`src/rtl/bcd_to_bin_seq_if.sv`:
```
// rtl/bcd_to_bin_seq_if.sv - handshake bundle between a BCD producer, the converter and the binary consumer
// Input side: in_valid/in_ready/bcd_in. Output side: out_valid/out_ready/bin_out/err.

interface bcd_to_bin_seq_if #(
    parameter int NUM_DIGITS = 5,
    parameter int BIN_W      = 17
);
    logic                    in_valid;
    logic                    in_ready;
    logic [4*NUM_DIGITS-1:0] bcd_in;
    logic                    out_valid;
    logic                    out_ready;
    logic [BIN_W-1:0]        bin_out;
    logic                    err;

    modport master (
        output in_valid,
        output bcd_in,
        output out_ready,
        input  in_ready,
        input  out_valid,
        input  bin_out,
        input  err
    );

    modport slave (
        input  in_valid,
        input  bcd_in,
        input  out_ready,
        output in_ready,
        output out_valid,
        output bin_out,
        output err
    );
endinterface

```
`src/rtl/bcd_to_bin_seq.sv`:
```
// rtl/bcd_to_bin_seq.sv - sequential BCD-to-binary converter using reverse double-dabble, one bit per clock
// Optional invalid-digit detection is built when the macro BCD_CHECK_EN is defined.

module bcd_to_bin_seq #(
    parameter int NUM_DIGITS = 5,
    parameter int BIN_W      = 17
) (
    input  logic             clk,
    input  logic             rst_n,
    bcd_to_bin_seq_if.slave  bus
);
    localparam int DIG_W = 4 * NUM_DIGITS;
    localparam int CNT_W = $clog2(BIN_W + 1);

    typedef enum logic [1:0] {
        S_IDLE = 2'd0,
        S_CONV = 2'd1,
        S_DONE = 2'd2,
        S_ERR  = 2'd3
    } state_t;

    state_t             r_state;
    state_t             w_next;
    logic [DIG_W-1:0]   r_dig;
    logic [BIN_W-1:0]   r_bin;
    logic [CNT_W-1:0]   r_cnt;
    logic [BIN_W-1:0]   r_bin_out;
    logic               r_out_valid;
    logic [DIG_W-1:0]   w_dig_sh;
    logic [DIG_W-1:0]   w_dig_fix;
    logic [BIN_W-1:0]   w_bin_sh;
    logic               w_accept;
    logic               w_last;
    logic               w_bad;

    assign w_accept = (r_state == S_IDLE) && bus.in_valid;
    assign w_last   = (r_state == S_CONV) && (r_cnt == CNT_W'(1));

    // Digit register and binary register form one shift chain; the digit LSB falls into the binary MSB.
    assign {w_dig_sh, w_bin_sh} = {r_dig, r_bin} >> 1;

    always_comb begin
        w_dig_fix = w_dig_sh;
        for (int k = 0; k < NUM_DIGITS; k++) begin
            if (w_dig_sh[4*k+3]) begin
                w_dig_fix[4*k +: 4] = w_dig_sh[4*k +: 4] - 4'd3;
            end
        end
    end

`ifdef BCD_CHECK_EN
    logic r_err;

    always_comb begin
        w_bad = 1'b0;
        for (int k = 0; k < NUM_DIGITS; k++) begin
            if (bus.bcd_in[4*k +: 4] > 4'd9) begin
                w_bad = 1'b1;
            end
        end
    end

    assign bus.err = r_err;
`else
    assign w_bad   = 1'b0;
    assign bus.err = 1'b0;
`endif

    always_ff @(posedge clk or negedge rst_n) begin
        if (!rst_n) begin
            r_state <= S_IDLE;
        end else begin
            r_state <= w_next;
        end
    end

    always_comb begin
        w_next = r_state;
        case (r_state)
            S_IDLE: begin
                if (bus.in_valid) begin
                    w_next = w_bad ? S_ERR : S_CONV;
                end
            end
            S_CONV: begin
                if (r_cnt == CNT_W'(1)) begin
                    w_next = S_DONE;
                end
            end
            S_ERR:  w_next = S_DONE;
            S_DONE: begin
                if (bus.out_ready) begin
                    w_next = S_IDLE;
                end
            end
            default: w_next = S_IDLE;
        endcase
    end

    always_ff @(posedge clk or negedge rst_n) begin
        if (!rst_n) begin
            r_dig       <= '0;
            r_bin       <= '0;
            r_cnt       <= '0;
            r_bin_out   <= '0;
            r_out_valid <= 1'b0;
        end else begin
            if (w_accept) begin
                r_dig <= bus.bcd_in;
                r_bin <= '0;
                r_cnt <= CNT_W'(BIN_W);
            end else if (r_state == S_CONV) begin
                r_dig <= w_dig_fix;
                r_bin <= w_bin_sh;
                r_cnt <= r_cnt - 1'b1;
                if (w_last) begin
                    r_bin_out   <= w_bin_sh;
                    r_out_valid <= 1'b1;
                end
            end else if (r_state == S_ERR) begin
                r_bin_out   <= '0;
                r_out_valid <= 1'b1;
            end else if ((r_state == S_DONE) && bus.out_ready) begin
                r_out_valid <= 1'b0;
            end
        end
    end

`ifdef BCD_CHECK_EN
    always_ff @(posedge clk or negedge rst_n) begin
        if (!rst_n) begin
            r_err <= 1'b0;
        end else if (r_state == S_ERR) begin
            r_err <= 1'b1;
        end else if (w_last) begin
            r_err <= 1'b0;
        end
    end
`endif

    assign bus.in_ready  = (r_state == S_IDLE);
    assign bus.out_valid = r_out_valid;
    assign bus.bin_out   = r_bin_out;
endmodule

```
`src/flat_wrapper.sv`:
```
// flat-port wrapper written by rule: the top's interface ports become plain ports
module bcd_to_bin_seq_flat 
#(
    parameter int NUM_DIGITS = 5,
    parameter int BIN_W      = 17
)
  (clk, rst_n, bus_in_valid, bus_bcd_in, bus_out_ready, bus_in_ready, bus_out_valid, bus_bin_out, bus_err);
  bcd_to_bin_seq_if #(.NUM_DIGITS(NUM_DIGITS), .BIN_W(BIN_W)) bus_i ();
  input  logic clk;
  input  logic rst_n;
  input wire logic [$bits(bus_i.in_valid)-1:0] bus_in_valid;
  input wire logic [$bits(bus_i.bcd_in)-1:0] bus_bcd_in;
  input wire logic [$bits(bus_i.out_ready)-1:0] bus_out_ready;
  output wire logic [$bits(bus_i.in_ready)-1:0] bus_in_ready;
  output wire logic [$bits(bus_i.out_valid)-1:0] bus_out_valid;
  output wire logic [$bits(bus_i.bin_out)-1:0] bus_bin_out;
  output wire logic [$bits(bus_i.err)-1:0] bus_err;
  assign bus_i.in_valid = bus_in_valid;
  assign bus_i.bcd_in = bus_bcd_in;
  assign bus_i.out_ready = bus_out_ready;
  assign bus_in_ready = bus_i.in_ready;
  assign bus_out_valid = bus_i.out_valid;
  assign bus_bin_out = bus_i.bin_out;
  assign bus_err = bus_i.err;
  bcd_to_bin_seq #(.NUM_DIGITS(NUM_DIGITS), .BIN_W(BIN_W)) u_core (.clk(clk), .rst_n(rst_n), .bus(bus_i));
endmodule
```
`config.mk`:
```
export PLATFORM = sky130hd
export DESIGN_NAME = bcd_to_bin_seq_flat
export DESIGN_NICKNAME = d
export VERILOG_FILES = /design/src/rtl/bcd_to_bin_seq_if.sv /design/src/rtl/bcd_to_bin_seq.sv /design/src/flat_wrapper.sv
export SDC_FILE = /design/constraint.sdc
export NUM_CORES = 1
export LEC_CHECK = 0
export BUFFER_PORTS_ARGS = -buffer_cell sky130_fd_sc_hd__buf_2
export CAP_MARGIN = 0
export CORE_UTILIZATION = 50
export CTS_BUF_LIST = sky130_fd_sc_hd__clkbuf_8
export DETAILED_ROUTE_END_ITERATION = 6
export GPL_TIMING_DRIVEN = 0
export MAX_ROUTING_LAYER = met4
export PLACE_DENSITY_LB_ADDON = 0.08
export SYNTH_ARGS = -nofsm -noshare
export SYNTH_HDL_FRONTEND = slang
export SYNTH_SLANG_ARGS = --single-unit
```
`constraint.sdc`:
```
create_clock -name clk -period 4.6 [get_ports clk]
set_input_delay 0.46 -clock clk [delete_from_list [all_inputs] [get_ports clk]]
set_output_delay 0.46 -clock clk [all_outputs]
set_load 0.03 [all_outputs]
```
==> results of run 1 <==
[power by group]
part           internal, W  total, W  switching (W)
combinational     0.000515   0.00137       0.000858
clock             0.000259  0.000464       0.000205
sequential        0.000782  0.000989       0.000207
[cells in the mapped netlist]
| cell type | number |
|---|---|
| inv_1 | 16 |
| mux2i_1 | 2 |
| nor3b_2 | 1 |
| buf_2 | 10 |
| or4b_1 | 1 |
| xor2_1 | 4 |
| nor2b_1 | 9 |
| buf_6 | 3 |
| or3b_1 | 1 |
| conb_1 | 1 |
| and2_1 | 3 |
| nand3_2 | 3 |
| a211oi_1 | 4 |
| nand3_1 | 44 |
| clkbuf_1 | 3 |
| o211ai_1 | 4 |
| clkinv_1 | 1 |
| and2b_1 | 1 |
| a31oi_1 | 1 |
| nor3_1 | 1 |
| a21oi_1 | 1 |
| o21ai_0 | 25 |
| xnor2_1 | 5 |
| a22oi_1 | 3 |
| o21ai_1 | 4 |
| o21bai_1 | 1 |
| nor2_1 | 7 |
| nand3b_1 | 1 |
| o221ai_2 | 14 |
| dfrtp_1 | 61 |
| nor4b_1 | 2 |
| ha_1 | 6 |
| nand2b_1 | 4 |
| nand2_1 | 52 |
| nor4_1 | 1 |
| buf_1 | 5 |
| buf_4 | 1 |
| a22o_1 | 2 |
| nand4_1 | 3 |
[metal layers]
metal  up-vias  wire, µm  GRT usage, %  share of wire, %
li1       1189         -             -                 -
met1      1209      3300          33.0                48
met2        61      3150          37.9                46
met3        15       338          7.77               4.9
met4         0       124          8.04               1.8
met5         -         0             -                 0
[flip-flops by register name, indices dropped and copies added (netlist names)]
signal and cells:
u_core.r_state 2, u_core.r_cnt 5, u_core.bus.out_valid 1, u_core.r_bin 16, u_core.r_dig 20, u_core.bus.bin_out 17
[worst max-delay path: stages (launching register included)]
cell and delay (ps):
dfrtp_1 430, buf_2 250, buf_2 320, nor2_1 80, buf_2 180
[kinds of logic (layout without fill, tap and decap cells)]
logic type	count (synthesis)	count (layout)	synth area share, %
buffers and inverters	39	98	6.11
muxes	2	2	0.661
other	1	1	0.124
adders and majority gates	6	6	2.48
AOI/OAI and AO/OA	59	59	15.7
DFF	61	61	50.4
xor gates and xnor gates	9	9	2.60
and+or+nand+nor	134	134	22.0
[area by class of cell]
cell class | instances | share of cell area, %
Multi-Input combinational cell | 211 | 37.2
Timing Repair Buffer | 43 | 6.50
Tap cell | 72 | 2.54
Clock inverter | 6 | 1.52
Buffer | 22 | 3.43
Inverter | 17 | 1.80
Sequential cell | 61 | 43.1
Clock buffer | 10 | 3.89
[per-stage QoR]
step / hold WS, ps / util [%] / total power [W] / cells
after floorplan: 164 / - / 0.00199 / 311
after global placement: 469 / 58.7 / 0.00233 / 425
after detailed placement: 477 / 59.0 / 0.00238 / 426
after CTS: 175 / 62.4 / 0.00285 / 442
after global routing: 203 / 62.4 / 0.00307 / 442
final: 162 / 62.4 / 0.00283 / 442
[how the worst max path moves through the flow]
stage	endpoint	slack, ps	depth (start not counted)
after global routing	u_core.r_state[1]	2290	5
after global placement	u_core.bus.bin_out[0]	2720	5
final	bus_in_ready	2530	4
after CTS	bus_in_ready	2510	4
after detailed placement	u_core.bus.bin_out[5]	2750	5
after floorplan	bus_in_ready	2950	3
[cell usage in the layout, fill, tap and decap left out, types with 3 or more instances in the layout]
cell	n
dfrtp_1	61
buf_2	52
nand2_1	52
nand3_1	44
o21ai_0	25
inv_1	17
o221ai_2	14
clkbuf_8	10
nor2b_1	9
nor2_1	7
ha_1	6
buf_1	5
xnor2_1	5
nand2b_1	4
o211ai_1	4
a211oi_1	4
xor2_1	4
o21ai_1	4
clkinv_2	4
clkbuf_1	3
buf_6	3
nand3_2	3
a22oi_1	3
nand4_1	3
and2_1	3
==> impl_metrics.env, run 1 <==
export IMPL_outcome="finished, final reports clean"
export IMPL_clkTransAtPathRegs_ps=70
export IMPL_hold_viol=0
export IMPL_via_count=2474
export IMPL_tns_ps=0
export IMPL_first_global_vias=2389
export IMPL_clock_path_buffers=2
export IMPL_root_buffer="clkbuf_8"
export IMPL_maxCapViolations=0
export IMPL_place_ws_ps=2750
export IMPL_yosysTopAreaCell="dfrtp_1"
export IMPL_syn_avg_cell_area_um2=9.74
export IMPL_area_growth_pct=16.9
export IMPL_grt_use_total_pct=25.3
export IMPL_critPathCaptureType="output port"
export IMPL_final_cell_area_mm2=0.00354
export IMPL_finalNetCount=395
export IMPL_antenna_found_initial=0
export IMPL_die_width_um=79.8
export IMPL_cts_hold_buf=0
export IMPL_timing_final_ws_setup_ps=2530
export IMPL_finClkSkew_ps=4.26
export IMPL_period_minus_slack_ps=2070
export IMPL_start_util_pct=53.4
export IMPL_start_kind="flop"
export IMPL_dpl_hpwl_um=4840
export IMPL_cts_resized_gates=0
export IMPL_r2r_slack_ps=2710
export IMPL_grt_pass1_wl_um=11600
export IMPL_multi_input_area_mm2=0.00132
export IMPL_synth_cell_type_count=39
export IMPL_first_pass_iters=4
export IMPL_portBuffers=42
export IMPL_rr_startpoint="u_core.r_cnt[1]"
export IMPL_netlist_area_leader_share_pct=50.4
export IMPL_num_antenna_cells=0
export IMPL_ir_worst_vdd_mv=0.411
export IMPL_top_level_ports=44
export IMPL_rr_worst_depth=5
export IMPL_syn_inst=311
export IMPL_synth_area_leaders="dfrtp_1 (50%), nand3_1 (7.3%), o221ai_2 (6.9%)"
export IMPL_cp_required_ps=4140
export IMPL_slew_headroom_pct=23.9
export IMPL_ys_ff_latch=61
export IMPL_cts_tree="yes"
export IMPL_grt_max_degree=33
export IMPL_cts_buffers_inserted=9
export IMPL_synth_fp_nets=341
export IMPL_seq_area_frac_synth_pct=50.4
export IMPL_cts_setup_buffers=0
export IMPL_drt_wl_total_um=6920
export IMPL_maxSlewViolCount=0
export IMPL_netlist_area_mm2=0.00303
export IMPL_fin_crit_sh_pct=45.0
export IMPL_drc=0
export IMPL_globalplace_congestion=0.826
export IMPL_vias_per_cell=5.60
export IMPL_drt_wirelength_per_cell_um=15.6
export IMPL_cts_sinks=61
export IMPL_grt_overflow=0
export IMPL_postPlaceCellArea_mm2=0.00335
export IMPL_yosys_warnings=0
export IMPL_critical_path_class="reg2out"
export IMPL_die_y_um=79.8
export IMPL_crit_fanout=10
export IMPL_startpoint="u_core.r_state[0]"
export IMPL_seqCellArea_mm2=0.00153
export IMPL_cts_max_level=3
export IMPL_tightest_slew_ps=1130
export IMPL_die_area_mm2=0.00637
export IMPL_r2r_end="u_core.r_state[1]"
export IMPL_rsz0062_at_grt="no"
export IMPL_worstHoldPathType="in2async"
export IMPL_antenna_left=0
export IMPL_rows=27
export IMPL_power_density_mw_per_mm2=798
export IMPL_drive_above_1_share_pct=24.3
export IMPL_clk_latency_ps=340
export IMPL_leakagePower_nw=1.69
export IMPL_drtIter0Drc=152
export IMPL_max_freq_mhz=483
export IMPL_setup_violations=0
export IMPL_nFillCells=490
export IMPL_core_mm2=0.00568
export IMPL_critPathArrivalTime_ps=1610
(Power assumes the default switching activity.)
==> run 2, diff against run 1 <==
- clock period: 4.6 -> 2.05 ns (I/O delays scaled with it)
==> run 2 against run 1 <==
  * Non-clock buffer count rose by 1
  * Register-to-register slack got worse by 2400 ps
  * Sequential share of layout area fell by 0.20 points
  * First-iteration DRC count fell by 5.9%
  * Clock skew barely moved
  * Combinational power rose by 130%
  * Final area rose by 0.46%
==> impl_metrics.env, run 2 (synthesis results as in run 1) <==
export IMPL_rr_startpoint="u_core.r_state[1]"
export IMPL_rows=27
export IMPL_vias_per_cell=5.61
export IMPL_top_level_ports=44
export IMPL_startpoint="u_core.r_state[0]"
export IMPL_drt_wl_total_um=6970
export IMPL_root_buffer="clkbuf_8"
export IMPL_finalNetCount=396
export IMPL_drtIter0Drc=143
export IMPL_maxCapViolations=0
export IMPL_core_mm2=0.00568
export IMPL_grt_max_degree=33
export IMPL_drive_above_1_share_pct=24.5
export IMPL_maxSlewViolCount=0
export IMPL_critPathArrivalTime_ps=1610
export IMPL_highest_layer="met4"
export IMPL_globalplace_congestion=0.826
export IMPL_dp_cells=426
export IMPL_met1Wirelength_um=3370
export IMPL_top_register="u_core.r_dig"
export IMPL_num_antenna_cells=0
export IMPL_die_y_um=79.8
export IMPL_start_kind="flop"
export IMPL_max_freq_mhz=550
export IMPL_min_path_cells=3
export IMPL_drt_wirelength_per_cell_um=15.7
export IMPL_power_density_mw_per_mm2=1790
export IMPL_first_pass_iters=4
export IMPL_tightest_slew_ps=711
export IMPL_ir_worst_vdd_mv=0.927
export IMPL_critPathCaptureType="output port"
export IMPL_postLayoutCoreUtil_pct=62.7
export IMPL_wl_met3_um=357
export IMPL_cts_sinks=61
export IMPL_fin_cells=443
export IMPL_antenna_left=0
export IMPL_crit_fanout=10
export IMPL_cp_required_ps=1850
export IMPL_tns_ps=0
export IMPL_r2r_slack_ps=350
export IMPL_dpl_hpwl_um=4840
export IMPL_rr_worst_depth=5
export IMPL_clk_latency_ps=340
export IMPL_via_count=2486
export IMPL_grt_pass1_wl_um=11600
export IMPL_cts_max_level=3
export IMPL_die_width_um=79.8
export IMPL_clkTransAtPathRegs_ps=70
export IMPL_crit_path_end="bus_in_ready"
export IMPL_mostFrequentLayoutCells="dfrtp_1 (61), buf_2 (52), nand2_1 (52)"
export IMPL_drc=0
export IMPL_cts_buffers_inserted=9
export IMPL_leakagePower_nw=1.70
export IMPL_wl_met2_um=3140
export IMPL_outcome="finished, final reports clean"
export IMPL_portBuffers=42
export IMPL_antenna_found_initial=0
export IMPL_setup_violations=0
export IMPL_start_util_pct=53.4
export IMPL_clock_path_buffers=2
export IMPL_first_global_vias=2383
export IMPL_rsz0062_at_grt="no"
export IMPL_largest_reg_flops=20
export IMPL_whs_ps=57.6
export IMPL_slew_headroom_pct=52.6
export IMPL_grt_use_total_pct=25.3
export IMPL_r2r_end="u_core.bus.bin_out[9]"
export IMPL_die_area_mm2=0.00637
export IMPL_worstHoldPathType="in2reg"
export IMPL_grt_overflow=0
export IMPL_hold_viol=0
export IMPL_area_growth_pct=17.4
export IMPL_period_minus_slack_ps=1820
export IMPL_critical_path_class="reg2out"
export IMPL_layout_commonest_cell="dfrtp_1"
export IMPL_finClkSkew_ps=3.97
export IMPL_fin_crit_sh_pct=88.6
export IMPL_cts_tree="yes"
==> run 2: cell count changes in the layout (fill, tap and decap cells not counted), sizes merged <==
cell         change
dlygate4sd3      +1
==> run 2: final cells by class <==
type                       count  area [µm²]
tap                           72        90.1
sequential                    61        1530
buffer                        22         121
clock inverter                 6        53.8
clock buffer                  10         138
timing repair buffer          44         240
inverter                      17        63.8
multi-input combinational    211        1320
fill                         490        2120
==> run 2: what timing repair did <==
item,CTS,global route
setup endpoints to repair,0,6
gates resized for setup,0,1
endpoints found under the hold margin,29,0
buffers inserted,0,0
hold buffers,1,0
==> run 2: report_power, final <==
part	internal (W)	switching, W	total (W)
registers	0.00175	0.000473	0.00223
clock network	0.000581	0.000461	0.00104
logic	0.00116	0.00193	0.00309
==> run 2: per-layer routing <==
metal	vias to the layer above	GRT usage [%]
met3	13	7.77
met1	1212	33.0
li1	1192	-
met2	69	37.8
met5	-	-
met4	0	8.04
==> run 2: per-stage QoR <==
stage	cell area, µm²	setup slack (ps)	power, W
2_1_floorplan	3030	490	0.00446
3_3_place_gp	3330	171	0.00524
3_5_place_dp	3350	198	0.00533
4_1_cts	3550	180	0.00640
5_1_grt	3560	104	0.00689
6_report	3560	233	0.00636
==> run 2: worst min-delay path by stage <==
stage / end / slack [ps] / startpoint
5_1_grt: u_core.r_dig[19] / 60 / bus_bcd_in[19]
3_3_place_gp: u_core.r_dig[7] / 410 / bus_bcd_in[7]
3_5_place_dp: u_core.r_dig[7] / 290 / rst_n
2_1_floorplan: u_core.bus.bin_out[0] / -90 / rst_n
4_1_cts: u_core.r_dig[7] / 50 / bus_bcd_in[7]
6_report: u_core.r_dig[7] / 60 / bus_bcd_in[7]
==> run 2: worst max-delay path: stages, from the launching register on <==
cell and delay [ps]:
dfrtp_1 430, buf_2 250, buf_2 320, nor2_1 80, buf_2 180
==> run 3, diff against run 2 <==
- CORE_MARGIN: unset -> 3
- CTS_CLUSTER_SIZE: unset -> 10
- PLACE_DENSITY: unset -> 0.82
- PLACE_DENSITY_LB_ADDON: 0.08 -> unset
==> run 3 against run 2 <==
  * The run now ends with negative hold slack left
  * Clock power shrank 9%
  * Flip-flop and latch count is the same
  * Worst setup slack lost 4.5 ps
  * Total power decreased by 1.0%
  * Final cell count fell by 0.45%
  * Combinational power about the same
  * Sequential power about the same
  * Die area is 10% higher
  * Final area decreased by 1.2%
  * Register-to-register slack lost 90 ps
  * Clock-buffer cell count is 1 higher
  * Largest cell class unchanged
==> impl_metrics.env, run 3 (synthesis results as in run 1) <==
export IMPL_outcome="finished, violations left"
export IMPL_violations="negative hold slack"
export IMPL_crit_fanout=10
export IMPL_drive_above_1_share_pct=24.4
export IMPL_vias_per_cell=5.66
export IMPL_cp_required_ps=1850
export IMPL_ir_worst_vdd_mv=0.899
export IMPL_portBuffers=42
export IMPL_worstHoldPathType="in2async"
export IMPL_top_register="u_core.r_dig"
export IMPL_clkTransAtPathRegs_ps=60
export IMPL_core_mm2=0.00568
export IMPL_antenna_found_initial=0
export IMPL_drt_wirelength_per_cell_um=16.3
export IMPL_cts_hold_buf=0
export IMPL_maxSlewViolCount=0
export IMPL_hold_viol=61
export IMPL_r2r_slack_ps=260
export IMPL_die_y_um=83.8
export IMPL_cts_max_level=3
export IMPL_layout_commonest_cell="dfrtp_1"
export IMPL_die_width_um=83.8
export IMPL_mostFrequentLayoutCells="dfrtp_1 (61), nand2_1 (52), buf_2 (51)"
export IMPL_maxCapViolations=0
export IMPL_cts_sinks=61
export IMPL_period_minus_slack_ps=1820
export IMPL_num_antenna_cells=0
export IMPL_tns_ps=0
export IMPL_tightest_slew_ps=765
export IMPL_postLayoutCoreUtil_pct=61.9
export IMPL_start_kind="flop"
export IMPL_fin_crit_sh_pct=88.9
export IMPL_slew_headroom_pct=49.0
export IMPL_cts_setup_buffers=0
export IMPL_leakagePower_nw=1.68
export IMPL_top_level_ports=44
export IMPL_rows=27
export IMPL_critPathCaptureType="output port"
export IMPL_grt_overflow=0
export IMPL_first_pass_iters=4
export IMPL_area_growth_pct=16.1
export IMPL_first_global_vias=2462
export IMPL_clk_latency_ps=330
export IMPL_max_freq_mhz=549
export IMPL_start_util_pct=53.4
export IMPL_dpl_hpwl_um=5010
export IMPL_grt_pass1_wl_um=12200
export IMPL_drtIter0Drc=227
export IMPL_final_cell_area_mm2=0.00352
export IMPL_via_count=2495
export IMPL_fin_cells=441
export IMPL_antenna_left=0
export IMPL_setup_violations=0
export IMPL_root_buffer="clkbuf_8"
export IMPL_largest_reg_flops=20
export IMPL_power_total_w=0.00629
export IMPL_postPlaceCellArea_mm2=0.00333
export IMPL_nFillCells=478
export IMPL_finClkSkew_ps=5.16
export IMPL_rsz0062_at_grt="no"
export IMPL_dp_cells=425
export IMPL_whs_ps=-64.6
export IMPL_drc=0
export IMPL_cts_resized_gates=0
export IMPL_globalplace_congestion=0.834
export IMPL_finalNetCount=394
export IMPL_drt_wl_total_um=7180
export IMPL_die_area_mm2=0.00703
export IMPL_cts_tree="yes"
export IMPL_clock_path_buffers=2
export IMPL_grt_use_total_pct=22.4
export IMPL_critPathArrivalTime_ps=1620
export IMPL_critical_path_class="reg2out"
export IMPL_grt_max_degree=62
export IMPL_power_density_mw_per_mm2=1790
export IMPL_cts_buffers_inserted=9
-- run 3: final timing paths --
kind / start / end / cells after the start
worst max-delay path: u_core.r_state[0] / bus_in_ready / 4
worst min-delay path: rst_n / u_core.bus.bin_out[7] / 1
worst max register to register: u_core.r_state[1] / u_core.bus.bin_out[8] / 5
min in group clk: bus_bcd_in[19] / u_core.r_dig[19] / 3
worst min register to register: u_core.r_dig[18] / u_core.r_dig[18] / 2
max in group asynchronous: rst_n / u_core.bus.bin_out[8] / 1
-- run 3: power by group --
group          leakage [nW]  total, W  internal, W  switching (W)
logic                 0.833   0.00311      0.00115        0.00196
registers             0.747   0.00223      0.00175       0.000478
clock network        0.0963  0.000948     0.000493       0.000455
total                  1.68   0.00629      0.00340        0.00289
-- run 3: stage by stage --
| stage | worst slack, ps | hold WS, ps |
|---|---|---|
| 6_report | 229 | -64.6 |
| 5_1_grt | 138 | 2.60 |
| 4_1_cts | 184 | 61.7 |
| 3_5_place_dp | 197 | 410 |
| 3_3_place_gp | 248 | 402 |
| 2_1_floorplan | 490 | -90.6 |
-- run 3: final cells by class --
cell class / instances / area [µm²] / area share, %
clock inverter: 5 / 26.3 / 0.747
sequential: 61 / 1530 / 43.4
inverter: 17 / 63.8 / 1.81
tap: 72 / 90.1 / 2.56
buffer: 22 / 121 / 3.45
multi-input combinational: 211 / 1320 / 37.7
clock buffer: 11 / 151 / 4.31
timing repair buffer: 42 / 213 / 6.05
-- run 3: worst max-delay path, cell delays in order, from the launching register on --
cell and delay (ps):
dfrtp_1 440, buf_2 250, buf_2 320, nor2_1 90, buf_2 180
-- run 3: layer usage --
metal | track usage [%] | wire length [µm] | vias up
met5 | - | 0 | -
met4 | 8.04 | 122 | 0
met3 | 4.05 | 341 | 10
met2 | 34.6 | 3610 | 77
met1 | 29.8 | 3100 | 1220
li1 | - | - | 1188
